**src/rtl/vga_timing_pkg.sv**
```systemverilog
// Shared raster timing constants and sizing helpers for the VGA timing generator
// and the consumers that size buffers from the same geometry.
package vga_timing_pkg;

    // 640x480 @ 60 Hz, 25.175 MHz pixel clock, negative syncs
    localparam int  VGA640_H_DISPLAY = 640;
    localparam int  VGA640_H_FRONT   = 16;
    localparam int  VGA640_H_SYNC    = 96;
    localparam int  VGA640_H_BACK    = 48;
    localparam int  VGA640_V_DISPLAY = 480;
    localparam int  VGA640_V_FRONT   = 10;
    localparam int  VGA640_V_SYNC    = 2;
    localparam int  VGA640_V_BACK    = 33;
    localparam bit  VGA640_HSYNC_POL = 1'b0;
    localparam bit  VGA640_VSYNC_POL = 1'b0;

    // 800x600 @ 60 Hz, 40 MHz pixel clock, positive syncs (needs CNT_W >= 11)
    localparam int  SVGA800_H_DISPLAY = 800;
    localparam int  SVGA800_H_FRONT   = 40;
    localparam int  SVGA800_H_SYNC    = 128;
    localparam int  SVGA800_H_BACK    = 88;
    localparam int  SVGA800_V_DISPLAY = 600;
    localparam int  SVGA800_V_FRONT   = 1;
    localparam int  SVGA800_V_SYNC    = 4;
    localparam int  SVGA800_V_BACK    = 23;
    localparam bit  SVGA800_HSYNC_POL = 1'b1;
    localparam bit  SVGA800_VSYNC_POL = 1'b1;

    function automatic int h_total(input int display, input int front,
                                   input int sync, input int back);
        return display + front + sync + back;
    endfunction

    function automatic int v_total(input int display, input int front,
                                   input int sync, input int back);
        return display + front + sync + back;
    endfunction

endpackage

```
**src/rtl/vga_timing_gen_pixel_tick_div.sv**
```systemverilog
// Pixel-tick divider: one-clock enable every CLK_DIV system clocks while running.
// The phase is held while enable is low so a resumed raster neither skips nor repeats.
module pixel_tick_div #(
    parameter int CLK_DIV = 4
) (
    input  logic clk,
    input  logic reset,
    input  logic enable,
    output logic p_tick
);

    localparam int DIV_W = (CLK_DIV > 1) ? $clog2(CLK_DIV) : 1;
    localparam logic [DIV_W-1:0] DIV_LAST = DIV_W'(CLK_DIV - 1);

    logic [DIV_W-1:0] div;

    // With CLK_DIV=1 the counter is pinned at zero and p_tick collapses to enable.
    always_ff @(posedge clk or posedge reset) begin
        if (reset) begin
            div <= '0;
        end else if (enable) begin
            if (div == DIV_LAST) begin
                div <= '0;
            end else begin
                div <= div + DIV_W'(1);
            end
        end
    end

    assign p_tick = enable && (div == '0);

endmodule

```
**src/rtl/vga_timing_gen.sv**
```systemverilog
// Parametrised raster timing generator: pixel counters, sync/visible decode with
// selectable polarity, and a tick-aligned delay line matching the renderer latency.
module vga_timing_gen
    import vga_timing_pkg::*;
#(
    parameter int CLK_DIV   = 4,
    parameter int H_DISPLAY = VGA640_H_DISPLAY,
    parameter int H_FRONT   = VGA640_H_FRONT,
    parameter int H_SYNC    = VGA640_H_SYNC,
    parameter int H_BACK    = VGA640_H_BACK,
    parameter int V_DISPLAY = VGA640_V_DISPLAY,
    parameter int V_FRONT   = VGA640_V_FRONT,
    parameter int V_SYNC    = VGA640_V_SYNC,
    parameter int V_BACK    = VGA640_V_BACK,
    parameter bit HSYNC_POL = VGA640_HSYNC_POL,
    parameter bit VSYNC_POL = VGA640_VSYNC_POL,
    parameter int PIPE_DLY  = 0,
    parameter int CNT_W     = 10
) (
    input  logic             clk,
    input  logic             reset,
    input  logic             enable,
    output logic             p_tick,
    output logic [CNT_W-1:0] x,
    output logic [CNT_W-1:0] y,
    output logic             hsync,
    output logic             vsync,
    output logic             video_on,
    output logic             line_start,
    output logic             frame_start
);

    localparam int H_TOTAL = h_total(H_DISPLAY, H_FRONT, H_SYNC, H_BACK);
    localparam int V_TOTAL = v_total(V_DISPLAY, V_FRONT, V_SYNC, V_BACK);

    if (CLK_DIV < 1) begin : g_bad_div
        $error("vga_timing_gen: CLK_DIV must be at least 1");
    end
    if (H_TOTAL > (1 << CNT_W) || V_TOTAL > (1 << CNT_W)) begin : g_bad_width
        $error("vga_timing_gen: H_TOTAL-1 or V_TOTAL-1 does not fit in CNT_W bits");
    end
    if (PIPE_DLY < 0 || PIPE_DLY > 7) begin : g_bad_dly
        $error("vga_timing_gen: PIPE_DLY must be in 0..7");
    end

    localparam logic [CNT_W-1:0] H_LAST   = CNT_W'(H_TOTAL - 1);
    localparam logic [CNT_W-1:0] V_LAST   = CNT_W'(V_TOTAL - 1);
    localparam logic [CNT_W-1:0] H_VIS    = CNT_W'(H_DISPLAY);
    localparam logic [CNT_W-1:0] V_VIS    = CNT_W'(V_DISPLAY);
    localparam logic [CNT_W-1:0] HS_FIRST = CNT_W'(H_DISPLAY + H_FRONT);
    localparam logic [CNT_W-1:0] HS_LAST  = CNT_W'(H_DISPLAY + H_FRONT + H_SYNC - 1);
    localparam logic [CNT_W-1:0] VS_FIRST = CNT_W'(V_DISPLAY + V_FRONT);
    localparam logic [CNT_W-1:0] VS_LAST  = CNT_W'(V_DISPLAY + V_FRONT + V_SYNC - 1);

    logic hs_raw;
    logic vs_raw;
    logic von_raw;
    logic hs_d;
    logic vs_d;
    logic von_d;

    pixel_tick_div #(
        .CLK_DIV (CLK_DIV)
    ) u_div (
        .clk    (clk),
        .reset  (reset),
        .enable (enable),
        .p_tick (p_tick)
    );

    always_ff @(posedge clk or posedge reset) begin
        if (reset) begin
            x <= '0;
            y <= '0;
        end else if (p_tick) begin
            if (x == H_LAST) begin
                x <= '0;
                if (y == V_LAST) begin
                    y <= '0;
                end else begin
                    y <= y + CNT_W'(1);
                end
            end else begin
                x <= x + CNT_W'(1);
            end
        end
    end

    always_comb begin
        hs_raw  = (x >= HS_FIRST) && (x <= HS_LAST);
        vs_raw  = (y >= VS_FIRST) && (y <= VS_LAST);
        von_raw = (x < H_VIS) && (y < V_VIS);
    end

    if (PIPE_DLY == 0) begin : g_no_dly
        assign hs_d  = hs_raw;
        assign vs_d  = vs_raw;
        // x/y=0 decodes as visible, so mask it to keep video_on low while held in reset
        assign von_d = von_raw & ~reset;
    end else begin : g_dly
        logic [2:0] dly [PIPE_DLY];

        always_ff @(posedge clk or posedge reset) begin
            if (reset) begin
                for (int i = 0; i < PIPE_DLY; i++) begin
                    dly[i] <= 3'b000;
                end
            end else if (p_tick) begin
                dly[0] <= {hs_raw, vs_raw, von_raw};
                for (int i = 1; i < PIPE_DLY; i++) begin
                    dly[i] <= dly[i-1];
                end
            end
        end

        assign {hs_d, vs_d, von_d} = dly[PIPE_DLY-1];
    end

    assign hsync       = hs_d ^ ~HSYNC_POL;
    assign vsync       = vs_d ^ ~VSYNC_POL;
    assign video_on    = von_d;
    assign line_start  = p_tick && (x == '0);
    assign frame_start = p_tick && (x == '0) && (y == '0);

endmodule

```
**config.mk**
```make
export PLATFORM = sky130hd
export DESIGN_NAME = vga_timing_gen
export DESIGN_NICKNAME = d
export VERILOG_FILES = /design/src/rtl/vga_timing_pkg.sv /design/src/rtl/vga_timing_gen_pixel_tick_div.sv /design/src/rtl/vga_timing_gen.sv
export SDC_FILE = /design/constraint.sdc
export NUM_CORES = 1
export LEC_CHECK = 0
export CAP_MARGIN = 20
export CORE_ASPECT_RATIO = 1.2
export CORE_MARGIN = 3
export CORE_UTILIZATION = 50
export CTS_CLUSTER_SIZE = 12
export DETAILED_ROUTE_END_ITERATION = 16
export PLACE_DENSITY = 0.79
export SETUP_SLACK_MARGIN = 0.5
export SLEW_MARGIN = 5
export SYNTH_ARGS = -nofsm -noshare
export SYNTH_HDL_FRONTEND = slang
export SYNTH_HIERARCHICAL = 1
export SYNTH_SLANG_ARGS = --single-unit
```
**constraint.sdc**
```tcl
create_clock -name clk -period 2.1 [get_ports clk]
set_clock_uncertainty 0.05 [all_clocks]
set_input_delay 0.315 -clock clk [delete_from_list [all_inputs] [get_ports clk]]
set_output_delay 0.315 -clock clk [all_outputs]
set_load 0.01 [all_outputs]
```
==> key figures, run 1 <==
Clock network
  • CTS Hold Buffers Added: 0
  • Clk sink count: 22
  • TritonCTS Buffers: 3
  • H-tree levels: 1
  • Clock root cell: clkbuf_4
  • Max Root-Sink Buffers: 2

Synth
  • Synth cell types: 43
  • Synthesized area per cell: 9.62 um2
  • Top cells by area, synth: dfrtp_1, ha_1, nand3_1
  • Netlist Area Pre-Place: roughly 1300 um2
  • Syn nets: about 150
  • EDFF count, synth: 0
  • Ys Warns: 6
  • Post-Synth Adder-Cell Area: 6.60%
  • Dominant synthesized flop cell: dfrtp_1
  • Mux share of post-synthesis cell area: 1.60%
  • Main combinational cell family by area after synthesis: simple AND/OR/NAND/NOR gates
  • Post-synthesis async set-or-reset flop share: 100%
  • Sequential-to-total area share from yosys stat: roughly two fifths
  • Yosys top cell by area: dfrtp_1
  • Synth Area in XOR/XNOR: between 5 and 6%
  • Post-synth top area share: between 40% and 50%
  • Simple-Gate Fraction of Synth Area: a little over a quarter
  • Compound-Gate Fraction of Synth Area: a little over a tenth
  • FF+latch count, synth: 22
  • Cells after Synth: approximately 140

Place
  • Dpl cells: 212
  • Gpl congestion: between 0.7 and 0.8
  • Port Buf Inserts: 28
  • HPWL Detailed: 2610 um

Status
  • Err: [ERROR DPL-0033] detailed placement checks failed during check placement.
  • Stop stage: global routing
  • Status: stopped before the end

Die
  • I/O pins: 29
  • Starting Density: 55.3%
  • Die W: ~53 um
  • Num rows: 19
  • Chip height: roughly 62 um

STA
  • Worst endpoint type: primary output
  • GR repair worst EP: frame_start

Global routing
  • Largest net degree at the start of global routing: 14
  • Antenna violations before repair: 0
## cells by family after synthesis
kind of cell | count (synthesis)
adders and majority gates | 7
AOI/OAI and AO/OA | 22
buffers and inverters | 16
muxes | 2
DFF | 22
and+or+nand+nor | 60
xor gates and xnor gates | 9
## metrics by stage
stage	setup TNS, ns	area, um2	hold WS (ns)	utilization (%)	setup slack, ns
floorplan	0	1430	0.00618	-	0.313
global placement	-0.528	1860	0.454	77.6	-0.297
detailed placement	-0.591	1860	0.475	77.6	-0.325
CTS	0	2170	0.289	90.4	0.0775
## cell usage after synthesis, drive strengths merged, types with 2 or more instances
cell type / number
a31oi: 2
nand3: 11
nor3: 4
and2: 2
and4: 2
a21oi: 3
nor2b: 2
o21ai: 7
inv: 8
o31ai: 2
o211ai: 2
nor4b: 4
nand4: 4
ha: 7
nand2: 12
dfrtp: 22
xor2: 6
and3: 2
nor4: 3
buf: 5
xnor2: 3
nor2: 9
clkbuf: 3
## timing repair
action,in CTS
pin swaps,10
resized for setup,78
endpoints found under the hold margin,0
endpoints found under the setup margin,43
buffers inserted,27
==> run 2: changes to the inputs <==
CORE_AREA = 3 3 64 66   (was not set)
CORE_ASPECT_RATIO = not set   (was 1.2)
CORE_MARGIN = not set   (was 3)
CORE_UTILIZATION = not set   (was 50)
CTS_CLUSTER_SIZE = not set   (was 12)
DIE_AREA = 0 0 67 69   (was not set)
PLACE_DENSITY = not set   (was 0.79)
PLACE_DENSITY_LB_ADDON = 0.15   (was not set)
SETUP_SLACK_MARGIN = not set   (was 0.5)
==> run 2 against run 1 <==
Against the previous run: the flow now finishes without violations; area after synthesis is the same; synthesized cell count unchanged.
==> key figures, run 2 <==
Place
  • Dpl cell area: 1800 um2
  • HPWL Detailed: between 2000 and 2500 um
  • Setup Slack @ Placement: -0.306 ns
  • Port Buf Inserts: 28
  • Dpl cells: 230
  • Gpl congestion: 0.784

Setup path
  • Worst endpoint required time: between 1.5 and 2 ns
  • Worst reg2reg path depth: 8
  • Worst reg2reg startpoint: u_div/div[0]$_DFFE_PP0P_
  • Crit-path slowest cell: dfrtp_1
  • Worst setup path start: u_div/div[0]$_DFFE_PP0P_
  • CP startpoint kind: flip-flop
  • Top delay family on crit path: simple AND/OR/NAND/NOR gates
  • Critical Path, Cell by Cell: inv_1, ha_1, and2_2, nor2b_2, nand3_2, nor4_1, buf_2
  • Data arrival, critical path: 1.65 ns
  • CP Capture Type: output port
  • Crit path max fanout: 2
  • Worst Path Class, Setup: flip-flop to output port
  • Critical path buffers and inverters: 2
  • Logic depth of the worst path, buffers included: 7
  • CP peak stage delay: ~0.38 ns

Die
  • Die ar.: ~4600 um2
  • Core Region: 3630 um2
  • Chip height: 69 um
  • I/O pins: 29
  • Die W: between 60 and 70 um
  • Starting Density: between 30 and 40%
  • Num rows: 22

Global routing
  • Gr busiest metal: met1
  • Met3 Use GR: 2.77%
  • Total GRT Usage: ~16%
  • First-pass GRT wire length: 5660 um
  • Grt met1 use: between 20% and 30%
  • Grt met2 use: around 22%
  • GRT overflow: 0
  • Antenna violations before repair: 0
  • Largest net degree at the start of global routing: 14
  • Vias in the first global route: between 1000 and 1500

STA
  • Max Freq: 496 MHz
  • Min cycle time layout: roughly 2.0 ns
  • Total Negative Setup Slacks: 0 ns
  • Setup WS post-layout: 0.0829 ns
  • Worst slew pin tran: around 0.37 ns
  • Max-slew headroom: about three quarters
  • Period utilization: a little over nine tenths
  • WHS: around 0.32 ns
  • Max-slew violations: 0
  • Finish-stage setup viols: 0
  • Final hold vios: 0
  • RSZ-0062 raised after global routing: yes

Synth
  • Top cells by area, synth: dfrtp_1, ha_1, nand3_1
  • Yosys top cell by area: dfrtp_1
  • Ys Warns: 6
  • FF+latch count, synth: 22
  • Post-synthesis async set-or-reset flop share: between 90% and 100%
  • EDFF count, synth: 0
  • Syn nets: 148
  • Dominant synthesized flop cell: dfrtp_1
  • Cells after Synth: ~140
  • Sequential-to-total area share from yosys stat: 41.5%
  • Synthesized area per cell: 9.62 um2
  • Most frequent cells after synthesis: dfrtp_1, nand2_1, nand3_1
  • Cell with the most instances after synthesis: dfrtp_1
  • Netlist Area Pre-Place: roughly 1300 um2
  • Post-synth top area share: around two fifths
  • Synth cell types: 43

Layout
  • Area growth, synth to finish: 44.3%
  • Post-route insts no fill: approximately 230
  • Biggest regs: x: 10 flops, y: 10 flops, u_div/div: 2 flops
  • Nets: 197
  • Final core occ: between 50 and 60%
  • # fillers: ~350
  • Multi-input gate area: 737 um2
  • Commonest non-fill, non-tap cell in the layout: buf_4
  • Post-route cell area: roughly 1900 um2
  • # diodes: 0
  • Register area: 552 um2
  • Share of layout cells above drive strength 1: 23.7%
  • Most frequent cells in the layout: buf_4, clkdlybuf4s50_1, dfrtp_1

Status
  • Status: completed

Routing
  • Vias per Instance: 5.09
  • Vias: between 1000 and 1500
  • DRT iter0 DRCs: 42
  • Drt drc: 0
  • Drt wl/cell: roughly 14 um
  • ANT nets after route: 0
  • Detailed Route WL: ~3300 um
  • Total iterations of the first detailed-routing run: 4

Power
  • Maximum VDD drop: around 0.46 mV
  • Tot Pwr: about 1.5 mW
  • PD cells: about 760 nW/um2
  • Lkg Pwr: about 0.86 nW

Job
  • Number of max-cap violations: 0

Min path
  • Hold Path Class: primary input to async pin

Clock network
  • CTS tree: done
  • Clk sink count: 22
  • H-tree levels: 1
  • Reg clk slew, reported paths: about 0.080 ns
  • TritonCTS Buffers: 3
  • Clk_lat worst skew: 0.27 ns
  • Max Root-Sink Buffers: 2
  • Setup Fix Bufs, Post-CTS: 0
  • Clock root cell: clkbuf_8
==> run 2: cells by family after synthesis <==
logic type	Yosys count	synth area share, %
xor gates and xnor gates	9	5.94
buffers and inverters	16	6.88
muxes	2	1.60
DFF	22	41.5
adders and majority gates	7	6.60
AOI/OAI and AO/OA	22	10.7
and+or+nand+nor	60	26.8
==> run 2: per-layer routing <==
metal,vias up,part of all wire (%),wire [um]
met5,-,0,0
met4,0,0.76,25
met3,4,3.4,111
met2,22,46,1500
met1,575,50,1630
li1,589,-,-
==> run 2: path summary, 6_finish.rpt <==
| check | to | slack, ns |
|---|---|---|
| min in group clk | x[1]$_DFFE_PP0P_ | 0.50 |
| max in group asynchronous | x[5]$_DFFE_PP0P_ | 1.16 |
| hold / removal | u_div/div[0]$_DFFE_PP0P_ | 0.32 |
| setup / recovery | frame_start | 0.08 |
| setup reg to reg | y[4]$_DFFE_PP0P_ | 0.14 |
| hold reg to reg | x[1]$_DFFE_PP0P_ | 0.50 |
==> run 2: final cells by class <==
type                       instances  area share (%)
sequential                        22            28.8
timing repair buffer              52            24.3
tap                               48            3.14
multi-input combinational        100            38.5
clock inverter                     1            1.57
clock buffer                       3            2.16
inverter                           8            1.57
==> run 2: repair_timing <==
action	4_1_cts	5_1_grt
gates cloned	0	0
endpoints found under the setup margin	4	7
resized for setup	12	11
pin swaps	1	1
hold buffers	0	0
==> run 2: tightest hold or removal path, cell delays in order <==
cell             delay [ns]
clkdlybuf4s50_1        0.43
buf_4                  0.15
inv_1                  0.08
==> run 2: where the power goes <==
part	internal (mW)	leakage (nW)	switching [mW]
logic	0.270	0.545	0.229
clock network	0.255	0.0357	0.146
registers	0.490	0.278	0.0615
total	1.01	0.859	0.436
(Power assumes the default switching activity.)
==> run 3: changes to the inputs <==
ABC_AREA = 1   (was not set)
==> run 3 against run 2 <==
Against the previous run: non-clock buffer count decreased by 9; area after synthesis increased by 6.6%; register-to-register slack improved by 0.19 ns; critical endpoint is now line_start; highest routed layer unchanged.
==> key figures, run 3 <==
STA
  • WHS: 0.236 ns
  • Max Freq: 517 MHz
  • Worst slew pin tran: between 0.4 and 0.5 ns
  • Max-slew violations: 0
  • Finish-stage setup viols: 0
  • Max-slew headroom: between 60% and 70%
  • RSZ-0062 raised after global routing: yes
  • Period utilization: between 90% and 100%
  • Min cycle time layout: between 1.5 and 2 ns
  • Final hold vios: 0
  • Total Negative Setup Slacks: 0 ns

Layout
  • Area growth, synth to finish: 33.6%
  • Post-route insts no fill: 281
  • Commonest non-fill, non-tap cell in the layout: nand2_1
  • # fillers: 370
  • Share of layout cells above drive strength 1: a little over an eighth
  • Biggest regs: x: 10 flops, y: 10 flops, u_div/div: 2 flops
  • Nets: between 200 and 250
  • Most frequent cells in the layout: nand2_1, inv_1, nor2_1, clkdlybuf4s50_1, dfrtp_1
  • # diodes: 0

Power
  • Pint: between 800 and 900 uW
  • Lkg Pwr: just over 0.9 nW
  • Maximum VDD drop: ~0.39 mV
  • Tot Pwr: between 1 and 1.5 mW
  • Clock Power Share: approximately a fifth
  • Net Sw Frac: 35.5%
  • Share of power burned in combinational logic: 37.8%
  • NetSw: 474 uW
  • Seq pwr share: 43.4%
  • PD cells: roughly 710 nW/um2

Synth
  • Most frequent cells after synthesis: nand2_1, inv_1, dfrtp_1, nor2_1, nand3_1
  • Yosys top cell by area: dfrtp_1
  • EDFF count, synth: 0
  • Cell with the most instances after synthesis: nand2_1
  • Post-synthesis async set-or-reset flop share: 100%
  • Dominant synthesized flop cell: dfrtp_1
  • Post-synth top area share: 38.9%
  • Ys Warns: 6
  • FF+latch count, synth: 22
  • Synthesized area per cell: ~7.4 um2
  • Top cells by area, synth: dfrtp_1, nand2_1, inv_1
  • Synth cell types: 24
  • Sequential-to-total area share from yosys stat: 38.9%
  • Syn nets: 200
  • Netlist Area Pre-Place: 1420 um2
  • Cells after Synth: 190

Setup path
  • CP startpoint kind: flip-flop
  • CP Capture Type: output port
  • Data arrival, critical path: 1.57 ns
  • Crit path max fanout: 2
  • Worst Path Class, Setup: flip-flop to output port
  • Worst endpoint required time: roughly 1.7 ns

Routing
  • ANT nets after route: 0
  • Drt wl/cell: 11.6 um
  • Drt drc: 0
  • Vias per Instance: approximately 4.7
  • Total iterations of the first detailed-routing run: 4
  • Detailed Route WL: roughly 3200 um
  • Vias: 1334
  • DRT iter0 DRCs: 57

Status
  • Status: completed

Job
  • Number of max-cap violations: 0

Global routing
  • Largest net degree at the start of global routing: 14
  • First-pass GRT wire length: about 5600 um
  • GRT overflow: 0
  • Vias in the first global route: roughly 1300
  • Total GRT Usage: about 15%
  • Antenna violations before repair: 0

Clock network
  • Clk_lat worst skew: around 0.25 ns
  • TritonCTS Buffers: 3
  • Max Root-Sink Buffers: 2
  • Reg clk slew, reported paths: 0.07 ns
  • Setup Fix Bufs, Post-CTS: 0
  • H-tree levels: 1
  • Clk sink count: 22
  • CTS Hold Buffers Added: 0
  • CTS tree: done
  • Clock root cell: clkbuf_8

Place
  • Dpl cells: 278
  • Gpl congestion: ~0.85
  • Port Buf Inserts: 28
  • HPWL Detailed: about 2700 um

Die
  • Die W: 67 um
  • Starting Density: 38.9%
  • I/O pins: 29
  • Num rows: 22
  • Core Region: ~3600 um2
  • Chip height: around 70 um
  • Die ar.: 4620 um2

Min path
  • Hold Path Class: primary input to async pin
-- run 3: worst paths after layout --
kind,from,end,slack [ns],cells after the start
setup / recovery,u_div/div[1]$_DFFE_PP0P_,line_start,0.17,9
hold / removal,reset,u_div/div[0]$_DFFE_PP0P_,0.24,2
setup reg to reg,u_div/div[1]$_DFFE_PP0P_,x[7]$_DFFE_PP0P_,0.33,10
hold reg to reg,y[8]$_DFFE_PP0P_,y[8]$_DFFE_PP0P_,0.50,1
max in group asynchronous,reset,x[4]$_DFFE_PP0P_,1.20,3
min in group clk,y[8]$_DFFE_PP0P_,y[8]$_DFFE_PP0P_,0.50,1
-- run 3: critical path, cell delays in order (launching register included) --
cell and delay [ns]:
dfrtp_1 0.38, inv_1 0.08, ha_1 0.14, nand2_1 0.05, inv_1 0.07, inv_1 0.06
nor2_1 0.09, nand4_1 0.10, nor2_1 0.11, clkdlybuf4s15_1 0.24
-- run 3: layer usage --
metal	vias to the layer above	track usage [%]	wire (um)
li1	682	-	-
met1	611	19.9	1470
met2	35	24.8	1600
met3	6	2.93	117
met4	0	6.08	59
met5	-	0	0
-- run 3: power by group through the flow --
| stage | clock [mW] | sequential (mW) | combinational [mW] |
|---|---|---|---|
| 2_1_floorplan | 0 | 0.613 | 0.253 |
| 3_3_place_gp | 0 | 0.583 | 0.501 |
| 3_5_place_dp | 0 | 0.589 | 0.513 |
| 4_1_cts | 0.263 | 0.580 | 0.515 |
| 5_1_grt | 0.281 | 0.594 | 0.566 |
| 6_report | 0.251 | 0.580 | 0.505 |
-- run 3: cell type report --
cell class	instances	area [um2]	share of cell area, %
Multi-Input combinational cell	132	722	38.2
Sequential cell	22	552	29.2
Timing Repair Buffer	43	390	20.6
Inverter	33	125	6.62
Tap cell	48	60.1	3.18
Clock buffer	3	41.3	2.18
-- run 3: repair_timing --
action                                  CTS  global route
gates resized for setup                   5             6
hold endpoints to repair                  0             0
endpoints found under the setup margin    4             4
-- run 3: logic make-up (layout without fill, tap and decap cells) --
group,after synthesis,in the layout,share of synthesized area [%]
AO/OA/AOI/OAI,13,13,4.77
buffers and inverters,36,79,10.1
flip-flops,22,22,38.9
adder cells (fa/ha/maj),7,7,6.19
XOR/XNOR,11,11,6.81
AND/OR/NAND/NOR,101,101,33.2
-- run 3: metrics by stage --
step	worst slack (ns)	area [um2]	util, %
2_1_floorplan	0.318	1420	-
3_3_place_gp	-0.171	1850	50.9
3_5_place_dp	-0.164	1850	50.9
4_1_cts	0.0162	1890	52.0
5_1_grt	-0.0118	1890	52.0
6_report	0.167	1890	52.0
==> run 4: changes to the inputs <==
SETUP_SLACK_MARGIN = 0.15   (was not set)
SLEW_MARGIN = 20   (was 5)
clock period = 2.3 ns   (was 2.1 ns; I/O delays follow)
==> run 4 against run 3 <==
Against the previous run: largest cell class unchanged; flip-flop and latch count stayed put; die area stayed put; total power is 7.1% lower; critical path type unchanged; final area is 2.3% lower; register-to-register slack better by 0.19 ns; combinational power is 16% lower; first-iteration DRC count is 21% lower.
==> key figures, run 4 (synthesis gave the netlist of run 3 again) <==
Setup path
  • Critical Path, Cell by Cell: inv_1, ha_1, nand2_1, inv_1, inv_1, nor2_1, nand4_1, nor3_1, dlygate4sd2_1
  • CP startpoint kind: flip-flop
  • Crit path max fanout: 4
  • Top delay family on crit path: buffers and inverters
  • Data arrival, critical path: ~1.7 ns
  • Worst reg2reg path depth: 10
  • R2r endpoint: x[7]$_DFFE_PP0P_
  • CP peak stage delay: 0.41 ns
  • CP dominant cell by count: inv_1
  • CP Capture Type: output port
  • Flop2flop setup slack: roughly 0.52 ns
  • Critical path buffers and inverters: 4
  • Worst endpoint required time: around 1.9 ns
  • Worst setup path start: u_div/div[0]$_DFFE_PP0P_
  • Crit-path slowest cell: dfrtp_1
  • Worst Path Class, Setup: flip-flop to output port
  • Worst reg2reg startpoint: u_div/div[0]$_DFFE_PP0P_

Layout
  • Most frequent cells in the layout: nand2_1, inv_1, nor2_1, clkdlybuf4s50_1, dfrtp_1
  • # fillers: roughly 390
  • Post-route insts no fill: between 200 and 300
  • Nets: 236
  • Multi-input gate area: between 700 and 800 um2
  • Commonest non-fill, non-tap cell in the layout: nand2_1
  • Share of layout cells above drive strength 1: just over 10%
  • Register area: around 550 um2
  • # diodes: 0
  • Biggest regs: x: 10 flops, y: 10 flops, u_div/div: 2 flops
  • Area growth, synth to finish: 30.6%

Routing
  • Detailed Route WL: about 3200 um
  • Drt wl/cell: 11.6 um
  • Vias: about 1300
  • Drt drc: 0
  • ANT nets after route: 0
  • Total iterations of the first detailed-routing run: 4
  • DRT iter0 DRCs: 45
  • Vias per Instance: between 4 and 5

Global routing
  • Largest net degree at the start of global routing: 17
  • Vias in the first global route: 1322
  • GRT overflow: 0
  • Total GRT Usage: between 10% and 20%
  • Antenna violations before repair: 0
  • First-pass GRT wire length: ~5700 um

STA
  • Finish-stage setup viols: 0
  • Max-slew headroom: about two thirds
  • Total Negative Setup Slacks: 0 ns
  • Max-slew violations: 0
  • Period utilization: a little over 90%
  • Worst slew pin tran: ~0.48 ns
  • RSZ-0062 raised after global routing: yes
  • Max Freq: roughly 480 MHz
  • Setup WS post-layout: around 0.2 ns
  • Min cycle time layout: 2.10 ns
  • Final hold vios: 0

Power
  • NetSw: roughly 440 uW
  • Pint: roughly 800 uW
  • Seq pwr share: 43.6%
  • Maximum VDD drop: approximately 0.29 mV
  • PD cells: ~670 nW/um2
  • Clock Power Share: about 22%
  • Tot Pwr: approximately 1.2 mW
  • Lkg Pwr: about 0.91 nW
  • Net Sw Frac: between 30% and 40%
  • Share of power burned in combinational logic: 34.1%

Die
  • Die W: around 67 um
  • I/O pins: 29
  • Starting Density: between 30% and 40%
  • Num rows: 22
  • Core Region: 3630 um2
  • Die ar.: between 4000 and 5000 um2
  • Chip height: just under 70 um

Place
  • Gpl congestion: between 0.8 and 0.9
  • Dpl cells: 268
  • HPWL Detailed: approximately 2500 um
  • Port Buf Inserts: 28
  • Setup Slack @ Placement: -0.0369 ns

Clock network
  • CTS tree: done
  • Max Root-Sink Buffers: 2
  • Clk_lat worst skew: 0.26 ns
  • Clk sink count: 22
  • H-tree levels: 1
  • Reg clk slew, reported paths: about 0.08 ns
  • TritonCTS Buffers: 3
  • Clock root cell: clkbuf_8

Min path
  • Hold Path Class: primary input to async pin

Job
  • Number of max-cap violations: 0

Status
  • Status: completed
-- run 4: changes by cell type in the layout (fill, tap and decap cells not counted), sizes merged --
cell          change
buf               -9
dlymetal6s2s      +2
dlygate4sd2       -1
-- run 4: metrics by stage --
stage	util, %	instance area [um2]	hold WS, ns
final	50.9	1850	0.247
after global routing	50.9	1850	0.246
after CTS	50.6	1840	0.250
after detailed placement	48.9	1780	0.488
after global placement	48.9	1780	0.460
after floorplan	-	1420	0.0362
-- run 4: final cells by class --
type	instances	share of cell area, %
clock buffer	4	2.98
inverter	33	6.77
multi-input combinational	132	39.1
sequential	22	29.9
tap	48	3.25
timing repair buffer	34	18.1
-- run 4: timing repair --
item	4_1_cts	5_1_grt
endpoints found under the setup margin	3	6
hold buffers	0	0
setup buffers	1	0
gates resized for setup	3	6
-- run 4: layer usage --
metal / vias up / track usage, % / wire length [um]
met3: 4 / 3.26 / 150
met1: 587 / 19.2 / 1410
li1: 663 / - / -
met5: - / 0 / 0
met2: 29 / 26.5 / 1570
met4: 0 / 4.73 / 39
-- run 4: power groups by stage --
stage	Combinational (mW)	Sequential [mW]	Clock [mW]
2_1_floorplan	0.231	0.560	0
3_3_place_gp	0.421	0.546	0
3_5_place_dp	0.432	0.550	0
4_1_cts	0.434	0.542	0.284
5_1_grt	0.488	0.555	0.307
6_report	0.424	0.542	0.276
-- run 4: how the worst max path moves through the flow --
stage                              to  slack, ns  depth (start not counted)
final                     frame_start       0.20                          9
after CTS                       vsync       0.16                          5
after global routing      frame_start       0.06                          9
after global placement    frame_start      -0.03                          8
after floorplan           frame_start       0.49                          9
after detailed placement  frame_start      -0.04                          8
